<file path="src/rtl/ca_code_nco.sv">
// ca_code_nco: NCO-paced GPS C/A code generator with early/prompt/late taps,
// code-phase/epoch bookkeeping and an exact chip-count slew engine.
module ca_code_nco #(
  parameter int NCO_W = 32
) (
  input  logic             clk,
  input  logic             reset,
  input  logic             enable,
  input  logic             start,
  input  logic             expanded,
  input  logic [3:0]       tap0,
  input  logic [3:0]       tap1,
  input  logic [10:1]      g2_init,
  input  logic [NCO_W-1:0] chip_rate,
  input  logic             slew_req,
  input  logic             slew_dir,
  input  logic [9:0]       slew_chips,
  output logic             slew_ack,
  output logic             busy,
  output logic             chip_e,
  output logic             chip_p,
  output logic             chip_l,
  output logic             chip_stb,
  output logic             epoch,
  output logic [9:0]       code_phase
);
  typedef enum logic {IDLE, SLEW} state_t;
  state_t           state_q, state_d;
  logic [10:1]      g1_q, g1_d, g2_q, g2_d;
  logic [NCO_W-1:0] acc_q, acc_d;
  logic [9:0]       rem_q, rem_d, phase_q, phase_d;
  logic             dir_q, dir_d, e_q, e_d, p_q, p_d, l_q, l_d;
  logic             stb_q, stb_d, epoch_q, epoch_d, ack_q, ack_d;
  logic [NCO_W:0]   sum;
  logic [15:0]      g2x;
  logic             carry, step, dec, gen_out;
  always_comb begin
    sum = {1'b0, acc_q} + {1'b0, chip_rate};
    carry = sum[NCO_W];
    // zero-padded so out-of-range tap values read 0 instead of X
    g2x = {5'b0, g2_q, 1'b0};
    gen_out = g1_q[10] ^ (expanded ? g2_q[10] : g2x[tap0] ^ g2x[tap1]);
    step = 1'b0;
    dec = 1'b0;
    state_d = state_q;
    g1_d = g1_q;
    g2_d = g2_q;
    acc_d = acc_q;
    rem_d = rem_q;
    phase_d = phase_q;
    dir_d = dir_q;
    e_d = e_q;
    p_d = p_q;
    l_d = l_q;
    stb_d = 1'b0;
    epoch_d = 1'b0;
    ack_d = 1'b0;
    if (start) begin
      state_d = IDLE;
      g1_d = '1;
      g2_d = expanded ? g2_init : '1;
      acc_d = '0;
      e_d = 1'b0;
      p_d = 1'b0;
      l_d = 1'b0;
      phase_d = 10'd1022;
    end else if (enable) begin
      acc_d = sum[NCO_W-1:0];
      step = (state_q == SLEW) ? dir_q : carry;
      // advance counts only the extra (non-carry) steps so the net lead is exact
      dec = (state_q == SLEW) && (dir_q ? !carry : carry);
      if (state_q == IDLE && slew_req) begin
        ack_d = 1'b1;
        dir_d = slew_dir;
        rem_d = slew_chips;
        state_d = (slew_chips != 10'd0) ? SLEW : IDLE;
      end
      if (dec) begin
        rem_d = rem_q - 10'd1;
        state_d = (rem_q == 10'd1) ? IDLE : SLEW;
      end
      if (step) begin
        g1_d = {g1_q[9:1], g1_q[10] ^ g1_q[3]};
        g2_d = {g2_q[9:1], g2_q[10] ^ g2_q[9] ^ g2_q[8] ^ g2_q[6] ^ g2_q[3] ^ g2_q[2]};
        e_d = gen_out;
        p_d = e_q;
        l_d = p_q;
        phase_d = (phase_q == 10'd1022) ? 10'd0 : phase_q + 10'd1;
      end
      stb_d = step;
      epoch_d = step && (phase_q == 10'd1022);
    end
  end
  always_ff @(posedge clk or negedge reset) begin
    if (!reset) begin
      state_q <= IDLE;
      g1_q <= '1;
      g2_q <= '1;
      acc_q <= '0;
      rem_q <= '0;
      phase_q <= 10'd1022;
      dir_q <= 1'b0;
      e_q <= 1'b0;
      p_q <= 1'b0;
      l_q <= 1'b0;
      stb_q <= 1'b0;
      epoch_q <= 1'b0;
      ack_q <= 1'b0;
    end else begin
      state_q <= state_d;
      g1_q <= g1_d;
      g2_q <= g2_d;
      acc_q <= acc_d;
      rem_q <= rem_d;
      phase_q <= phase_d;
      dir_q <= dir_d;
      e_q <= e_d;
      p_q <= p_d;
      l_q <= l_d;
      stb_q <= stb_d;
      epoch_q <= epoch_d;
      ack_q <= ack_d;
    end
  end
  assign slew_ack = ack_q;
  assign busy = (state_q == SLEW);
  assign chip_e = e_q;
  assign chip_p = p_q;
  assign chip_l = l_q;
  assign chip_stb = stb_q;
  assign epoch = epoch_q;
  assign code_phase = phase_q;
endmodule

</file>
<file path="config.mk">
export PLATFORM = sky130hd
export DESIGN_NAME = ca_code_nco
export DESIGN_NICKNAME = d
export VERILOG_FILES = /design/src/rtl/ca_code_nco.sv
export SDC_FILE = /design/constraint.sdc
export NUM_CORES = 1
export LEC_CHECK = 0
export ABC_AREA = 0
export CORE_MARGIN = 2
export CORE_UTILIZATION = 50
export CTS_CLUSTER_DIAMETER = 80
export DETAILED_ROUTE_END_ITERATION = 10
export PLACE_DENSITY = 0.74
export SLEW_MARGIN = 20
export SYNTH_ARGS = -nofsm -noshare
export SYNTH_HDL_FRONTEND = slang
export SYNTH_SLANG_ARGS = --single-unit
</file>
<file path="constraint.sdc">
create_clock -name clk -period 8.34 [get_ports clk]
set_clock_uncertainty 0.1 [all_clocks]
set_input_delay 1.668 -clock clk [delete_from_list [all_inputs] [get_ports clk]]
set_output_delay 1.668 -clock clk [all_outputs]
set_load 0.02 [all_outputs]
</file>
==> results.py, run 1 <==
metrics = {
    "critical_path": {
        "reg2reg_depth": 12,
        "end_kind": "flop",
        "rrSetupSlack_ns": 5.00,
        "startpoint_type": "input pin",
        "required_ns": 8.51,
        "crit_start": "chip_rate[0]",
        "r2r-start": "acc_q[0]",
        "worstPathArrival_ns": 4.94,
        "rr_endpoint": "code_phase[2]",
        "critical_path_peak_fanout": 35,
        "path_class": "input pin to flop",
    },
    "power_and_ir_drop": {
        "p_int_mw": 0.967,
        "power.share.combinational_pct": 36.4,
        "p_leak_nw": 3.00,
        "p_sw_share_pct": 35.4,
        "seqPwrFrac_pct": 34.5,
        "max-vdd-ir-drop_mv": 0.104,
        "p_clk_share_pct": 29.1,
        "p_per_area_nw_per_um2": 217,
        "switchingPower_mw": 0.530,
    },
    "detailed_routing": {
        "vias": 5183,
        "dr.pass1.iters": 5,
        "wl_per_cell_um": 16.0,
        "ant_nets": 0,
        "drt-total-wl_um": 14000,
        "viasPerCell": 5.94,
        "drc": 0,
        "drt_iter0_drc": 266,
    },
    "timing": {
        "period_share_pct": 57.2,
        "fmax_mhz": 210,
        "fin_crit_ns": 4.77,
        "relSlewSlack_pct": 38.9,
        "setup-violations-final": 0,
        "finalMaxSlewViolations": 0,
        "timing.setup.tns_ns": 0,
        "worst_slew_pin_slew_ns": 0.913,
        "rsz0062_at_grt": "false",
        "hold_viol": 0,
    },
    "clock_network": {
        "path_clk_slew_ns": 0.06,
        "clock_latency_ns": 0.35,
        "cts_root_buf": "clkbuf_16",
        "cts.sinks": 80,
        "clockBufferDepth": 2,
        "cts_tree": "yes",
        "ctsHoldBuffers": 0,
        "cts_setup_buffers": 0,
        "numCtsBuffers": 9,
        "h-tree-depth": 3,
        "cts_resized": 0,
    },
    "die": {
        "fp.dieH_um": 111,
        "floorplan.initialDensity_pct": 50.7,
        "fp.dieArea_um2": 12300,
        "fp-row-count": 39,
        "die_w_um": 111,
        "boundaryPins": 84,
        "coreArea_um2": 11300,
    },
    "run": {
        "cap_violations": 0,
    },
    "logic_synthesis": {
        "synth_top_flop_cell": "dfrtp_1",
        "yosys.area_share.simple_pct": 22.6,
        "synth_edf_count": 0,
        "synth.distinct_cells": 67,
        "syn_nets": 761,
        "synth.avg_cell_area_um2": 8.70,
        "async_flop_share_pct": 100,
        "synth-seq-cells": 80,
        "yosysSeqAreaShare_pct": 35.7,
        "synth_adder_area_share_pct": 8.23,
        "synthXorXnorAreaFrac_pct": 5.21,
        "muxShareOfSynthArea_pct": 4.34,
        "yosys_warnings": 0,
        "postSynthCellCount": 657,
        "synth_top_family_by_area": "simple AND/OR/NAND/NOR gates",
        "synth_compound_area_share_pct": 20.1,
        "syn_area_um2": 5710,
    },
    "global_route": {
        "grt-busiest-layer": "met2",
        "grt_pass1_vias": 5071,
        "gr-total-overflow": 0,
        "met1_usage_pct": 31.1,
        "grtUsageMet2_pct": 38.2,
        "antenna_found_initial": 0,
        "grt_max_degree": 81,
        "grtUsageTotal_pct": 23.4,
        "grt_pass1_wl_um": 23900,
        "grt_use_met3_pct": 5.63,
    },
    "layout": {
        "nNetsFinal": 828,
        "drive_gt1_share_pct": 8.92,
        "area_growth_pct": 21.0,
        "multi_input_area_um2": 3450,
        "n_fill_cell": 972,
        "final_util_pct": 61.3,
        "seqCellArea_um2": 2040,
        "diodes": 0,
    },
    "placed_design": {
        "io_buffer_count": 83,
        "gp_congestion": 0.937,
        "dp_hpwl_um": 9710,
    },
    "outcome": {
        "status": "finished clean",
    },
    "worst_hold_path": {
        "whs_endpoint": "g1_q[7]",
        "min_from": "g1_q[7]",
        "hold_path.class": "flop to flop",
        "holdPathStages": 2,
    },
}
[flip-flops by register name (all words and copies together) (netlist names), 10 cells and up]
name,count
rem_q,10
g1_q,10
g2_q,10
code_phase,10
acc_q,32
[cell usage after synthesis, types with 3 or more instances]
master    count  area, um2
a211oi_1     13       97.6
a21o_1       14        105
a21oi_1      44        220
a221o_1       5       50.1
a31oi_1       6       37.5
and2_1        5       31.3
and3_1        6       37.5
and4_1        3       26.3
buf_1         4       15.0
buf_2         5       25.0
buf_6         4       45.0
clkbuf_1     16       60.1
dfrtp_1      51       1280
dfstp_2      29        762
ha_1         36        450
inv_1        18       67.6
mux2i_1      18        180
nand2_1      73        274
nand2b_1      6       37.5
nand3_1      13       65.1
nand3b_1     13       97.6
nand4_1      10       62.6
nor2_1       76        285
nor2b_1       5       31.3
nor3_1       37        185
nor4_1        5       31.3
o21ai_0      42        210
o21bai_1      4       30.0
o221ai_1      4       35.0
o22ai_1       3       18.8
o311a_1       3       30.0
o31ai_1       4       30.0
xnor2_1      22        193
xor2_1       12        105
[power groups by stage]
stage	sequential (mW)	combinational [mW]	clock, mW
after floorplan	0.520	0.387	0
after global placement	0.518	0.521	0
after detailed placement	0.522	0.536	0
after CTS	0.516	0.541	0.443
after global routing	0.525	0.608	0.463
final	0.517	0.545	0.436
[cell type report]
class                      instances  share of cell area (%)
clock inverter                     6                    1.30
tap                              143                    2.59
timing repair buffer              87                    12.4
sequential                        80                    29.5
multi-input combinational        528                    49.9
clock buffer                      10                    3.31
inverter                          18                   0.977
[worst max-delay path by stage]
| stage | endpoint | slack [ns] | cells past startpoint |
|---|---|---|---|
| detailed placement | code_phase[2] | 3.28 | 13 |
| global placement | code_phase[3] | 3.34 | 13 |
| global route | rem_q[1] | 3.37 | 8 |
| finish | code_phase[2] | 3.57 | 13 |
| floorplan | rem_q[9] | 4.06 | 12 |
| CTS | code_phase[2] | 3.62 | 13 |
[placed cells by master (no fill, tap or decap), drive strengths merged, types with 3 or more instances in the layout]
master / instances
nor2b: 5
xnor2: 22
a31oi: 6
ha: 36
nand3b: 13
a221o: 5
o21bai: 4
inv: 22
o22ai: 3
o21ai: 44
nand2: 73
and4: 3
a21o: 14
mux2i: 18
a211oi: 13
a21oi: 46
o311ai: 3
o221ai: 5
clkbuf: 10
nand4: 10
o311a: 3
xor2: 12
nor4: 5
o31ai: 4
nand3: 13
clkdlybuf4s50: 81
nand2b: 6
and2: 5
buf: 6
nor3: 39
nand4b: 3
dfrtp: 51
nor2: 76
a311oi: 4
and3: 6
nor3b: 3
dfstp: 29
[kinds of logic (layout without fill, tap and decap cells)]
| family | count (synthesis) | after routing |
|---|---|---|
| compound gates | 169 | 169 |
| xor+xnor | 34 | 34 |
| fa+ha+maj | 37 | 37 |
| buf+inv | 49 | 121 |
| flops | 80 | 80 |
| mux | 22 | 22 |
| simple gates | 266 | 266 |
[critical path, stage by stage]
cell	delay [ns]
clkdlybuf4s50_1	0.46
ha_1	0.19
inv_1	0.07
fa_1	0.41
nand2b_1	0.18
a21oi_1	0.26
o221ai_2	0.16
a2bb2oi_1	0.17
a21oi_2	0.30
o311a_1	0.18
buf_4	0.32
o21ai_0	0.16
a221o_1	0.38
[per-stage QoR]
step	std cells	hold WS, ns	cell area, um2	setup slack [ns]	power (mW)
6_report	872	0.383	6910	3.57	1.50
5_1_grt	872	0.401	6910	3.37	1.60
4_1_cts	872	0.387	6910	3.62	1.50
3_5_place_dp	856	0.375	6590	3.28	1.06
3_3_place_gp	856	0.369	6590	3.34	1.04
2_1_floorplan	657	0.354	5710	4.06	0.907
[routing by layer]
| layer | vias up | share of wire [%] |
|---|---|---|
| li1 | 2538 | - |
| met1 | 2464 | 46 |
| met2 | 158 | 47 |
| met3 | 23 | 5.6 |
| met4 | 0 | 1.8 |
| met5 | - | 0 |
Power figures use the tool's default switching activity.
==> inputs of run 2 (changes only) <==
==> constraint.sdc (replaced) <==
create_clock -name clk -period 4.5 [get_ports clk]
set_clock_uncertainty 0.1 [all_clocks]
set_input_delay 0.9 -clock clk [delete_from_list [all_inputs] [get_ports clk]]
set_output_delay 0.9 -clock clk [all_outputs]
set_load 0.02 [all_outputs]
==> run 2 against run 1 <==
Net effect:
- final cell count is 0.46% higher
- global-route usage is 0.11 points higher
- final area is 0.67% higher
- non-clock buffer count is 4 higher
- via count hardly changed
- worst hold slack hardly changed
- sequential share of layout area is 0.20 points lower
- routed wire length is 1.5% higher
- die area stayed put
- sequential cell count stayed put
- critical path type unchanged
==> results.py, run 2 (synthesis results as in run 1) <==
metrics = {
    "timing": {
        "finalMaxSlewViolations": 0,
        "period_share_pct": 89.3,
        "relSlewSlack_pct": 48.9,
        "setup-violations-final": 0,
        "fin_crit_ns": 4.02,
        "hold_viol": 0,
        "fmax_mhz": 249,
        "rsz0062_at_grt": "false",
        "timing.setup.tns_ns": 0,
        "worst_slew_pin_slew_ns": 0.764,
    },
    "clock_network": {
        "path_clk_slew_ns": 0.06,
        "clockBufferDepth": 2,
        "cts_resized": 0,
        "cts.sinks": 80,
        "h-tree-depth": 3,
        "cts_tree": "yes",
        "clock_latency_ns": 0.34,
        "cts_root_buf": "clkbuf_16",
        "numCtsBuffers": 9,
        "ctsHoldBuffers": 0,
        "cts_setup_buffers": 0,
    },
    "critical_path": {
        "cp_num_buf_inv": 3,
        "cp_cell_sequence": "clkdlybuf4s50_1 -> ha_1 -> inv_1 -> fa_1 -> nand2b_1 -> a21oi_1 -> o221ai_2 -> a2bb2oi_1 -> a21oi_2 -> o311a_1 -> buf_4 -> nor3_1 -> a311oi_1",
        "required_ns": 4.65,
        "slowest_stage": "clkdlybuf4s50_1",
        "critical_path_peak_fanout": 14,
        "startpoint_type": "input pin",
        "worstPathArrival_ns": 4.17,
        "end_kind": "flop",
        "critical_path.top_delay_family": "compound AO/OA/AOI/OAI gates",
        "slowest_delay_ns": 0.46,
        "path_class": "input pin to flop",
    },
    "global_route": {
        "grt_pass1_vias": 5222,
        "grt_pass1_wl_um": 24200,
        "antenna_found_initial": 0,
        "grtUsageTotal_pct": 23.5,
        "gr-total-overflow": 0,
        "grt_max_degree": 50,
    },
    "layout": {
        "final_cell_mix": "clkdlybuf4s50_1 (81), nor2_1 (76), nand2_1 (73), dfrtp_1 (51), a21oi_1 (44)",
        "nNetsFinal": 832,
        "largest_reg_flops": 32,
        "fin_area_um2": 6960,
        "n_fill_cell": 970,
        "layout_commonest_cell": "clkdlybuf4s50_1",
        "area_growth_pct": 21.8,
        "drive_gt1_share_pct": 9.41,
        "diodes": 0,
        "seqCellArea_um2": 2040,
        "multi_input_area_um2": 3450,
        "regMostFlops": "acc_q",
    },
    "die": {
        "fp-row-count": 39,
        "die_w_um": 111,
        "boundaryPins": 84,
        "fp.dieArea_um2": 12300,
        "coreArea_um2": 11300,
        "fp.dieH_um": 111,
        "floorplan.initialDensity_pct": 50.7,
    },
    "placed_design": {
        "dp_hpwl_um": 10200,
        "dpl_cell_area_um2": 6620,
        "io_buffer_count": 83,
        "gp_congestion": 0.881,
    },
    "power_and_ir_drop": {
        "max-vdd-ir-drop_mv": 0.215,
        "p_leak_nw": 3.03,
        "p_per_area_nw_per_um2": 403,
        "total_power_mw": 2.80,
    },
    "worst_hold_path": {
        "hold_path.class": "flop to flop",
    },
    "detailed_routing": {
        "dr.pass1.iters": 5,
        "viasPerCell": 5.92,
        "vias": 5182,
        "drt-total-wl_um": 14200,
        "ant_nets": 0,
        "drc": 0,
        "wl_per_cell_um": 16.2,
        "drt_iter0_drc": 448,
    },
    "run": {
        "cap_violations": 0,
    },
    "outcome": {
        "status": "finished clean",
    },
}
==> run 2: changes by cell type in the layout (fill, tap and decap cells not counted) <==
cell	previous run	this run
inv_6	2	1
inv_4	2	0
inv_8	0	1
clkinv_2	0	1
buf_6	1	0
buf_4	4	9
clkbuf_16	9	10
==> run 2: report_power, final <==
group / leakage [nW] / internal (mW) / switching [mW]
combinational: 1.89 / 0.449 / 0.564
sequential: 0.974 / 0.855 / 0.104
clock: 0.167 / 0.525 / 0.306
total: 3.03 / 1.83 / 0.973
==> run 2: area by class of cell <==
cell class	instances	area share, %
clock buffers	11	3.65
clock inverters	5	1.22
well taps	143	2.57
inverters	18	0.971
repair buffers	91	12.7
flip-flops and latches	80	29.3
multi-input cells	528	49.6
==> run 2: worst paths after layout <==
path | startpoint | to | slack, ns | cells past startpoint
max | chip_rate[0] | g2_q[9] | 0.48 | 13
min | g1_q[7] | g1_q[7] | 0.38 | 2
max reg2reg | acc_q[0] | g2_q[9] | 1.15 | 12
min reg2reg | g1_q[7] | g1_q[7] | 0.38 | 2
max in group asynchronous | reset | g1_q[2] | 2.91 | 2
min in group asynchronous | reset | acc_q[14] | 0.48 | 1
==> run 2: worst register-to-register path, stage by stage, from the launching register on <==
cell and delay [ns]:
dfrtp_1 0.35, ha_1 0.20, inv_1 0.06, fa_1 0.39, nand2b_1 0.18, a21oi_1 0.28
o221ai_2 0.17, a2bb2oi_1 0.17, a21oi_2 0.32, o311a_1 0.43, buf_4 0.28, nor3_1 0.06
a311oi_1 0.26
==> run 2: per-stage QoR <==
step           hold WS, ns  worst slack (ns)  util [%]  cells
2_1_floorplan        0.354             0.992         -    657
3_3_place_gp         0.369             0.227      58.7    860
3_5_place_dp         0.375             0.145      58.7    860
4_1_cts              0.385             0.487      61.7    876
5_1_grt              0.414             0.265      61.7    876
6_report             0.384             0.483      61.7    876
==> run 2: metal layers <==
layer	part of all wire [%]	GRT usage (%)	vias to the layer above
met4	1.4	6.58	0
met3	4.6	4.98	16
met1	45	30.6	2474
met5	0	0	-
li1	-	-	2541
met2	49	39.9	151
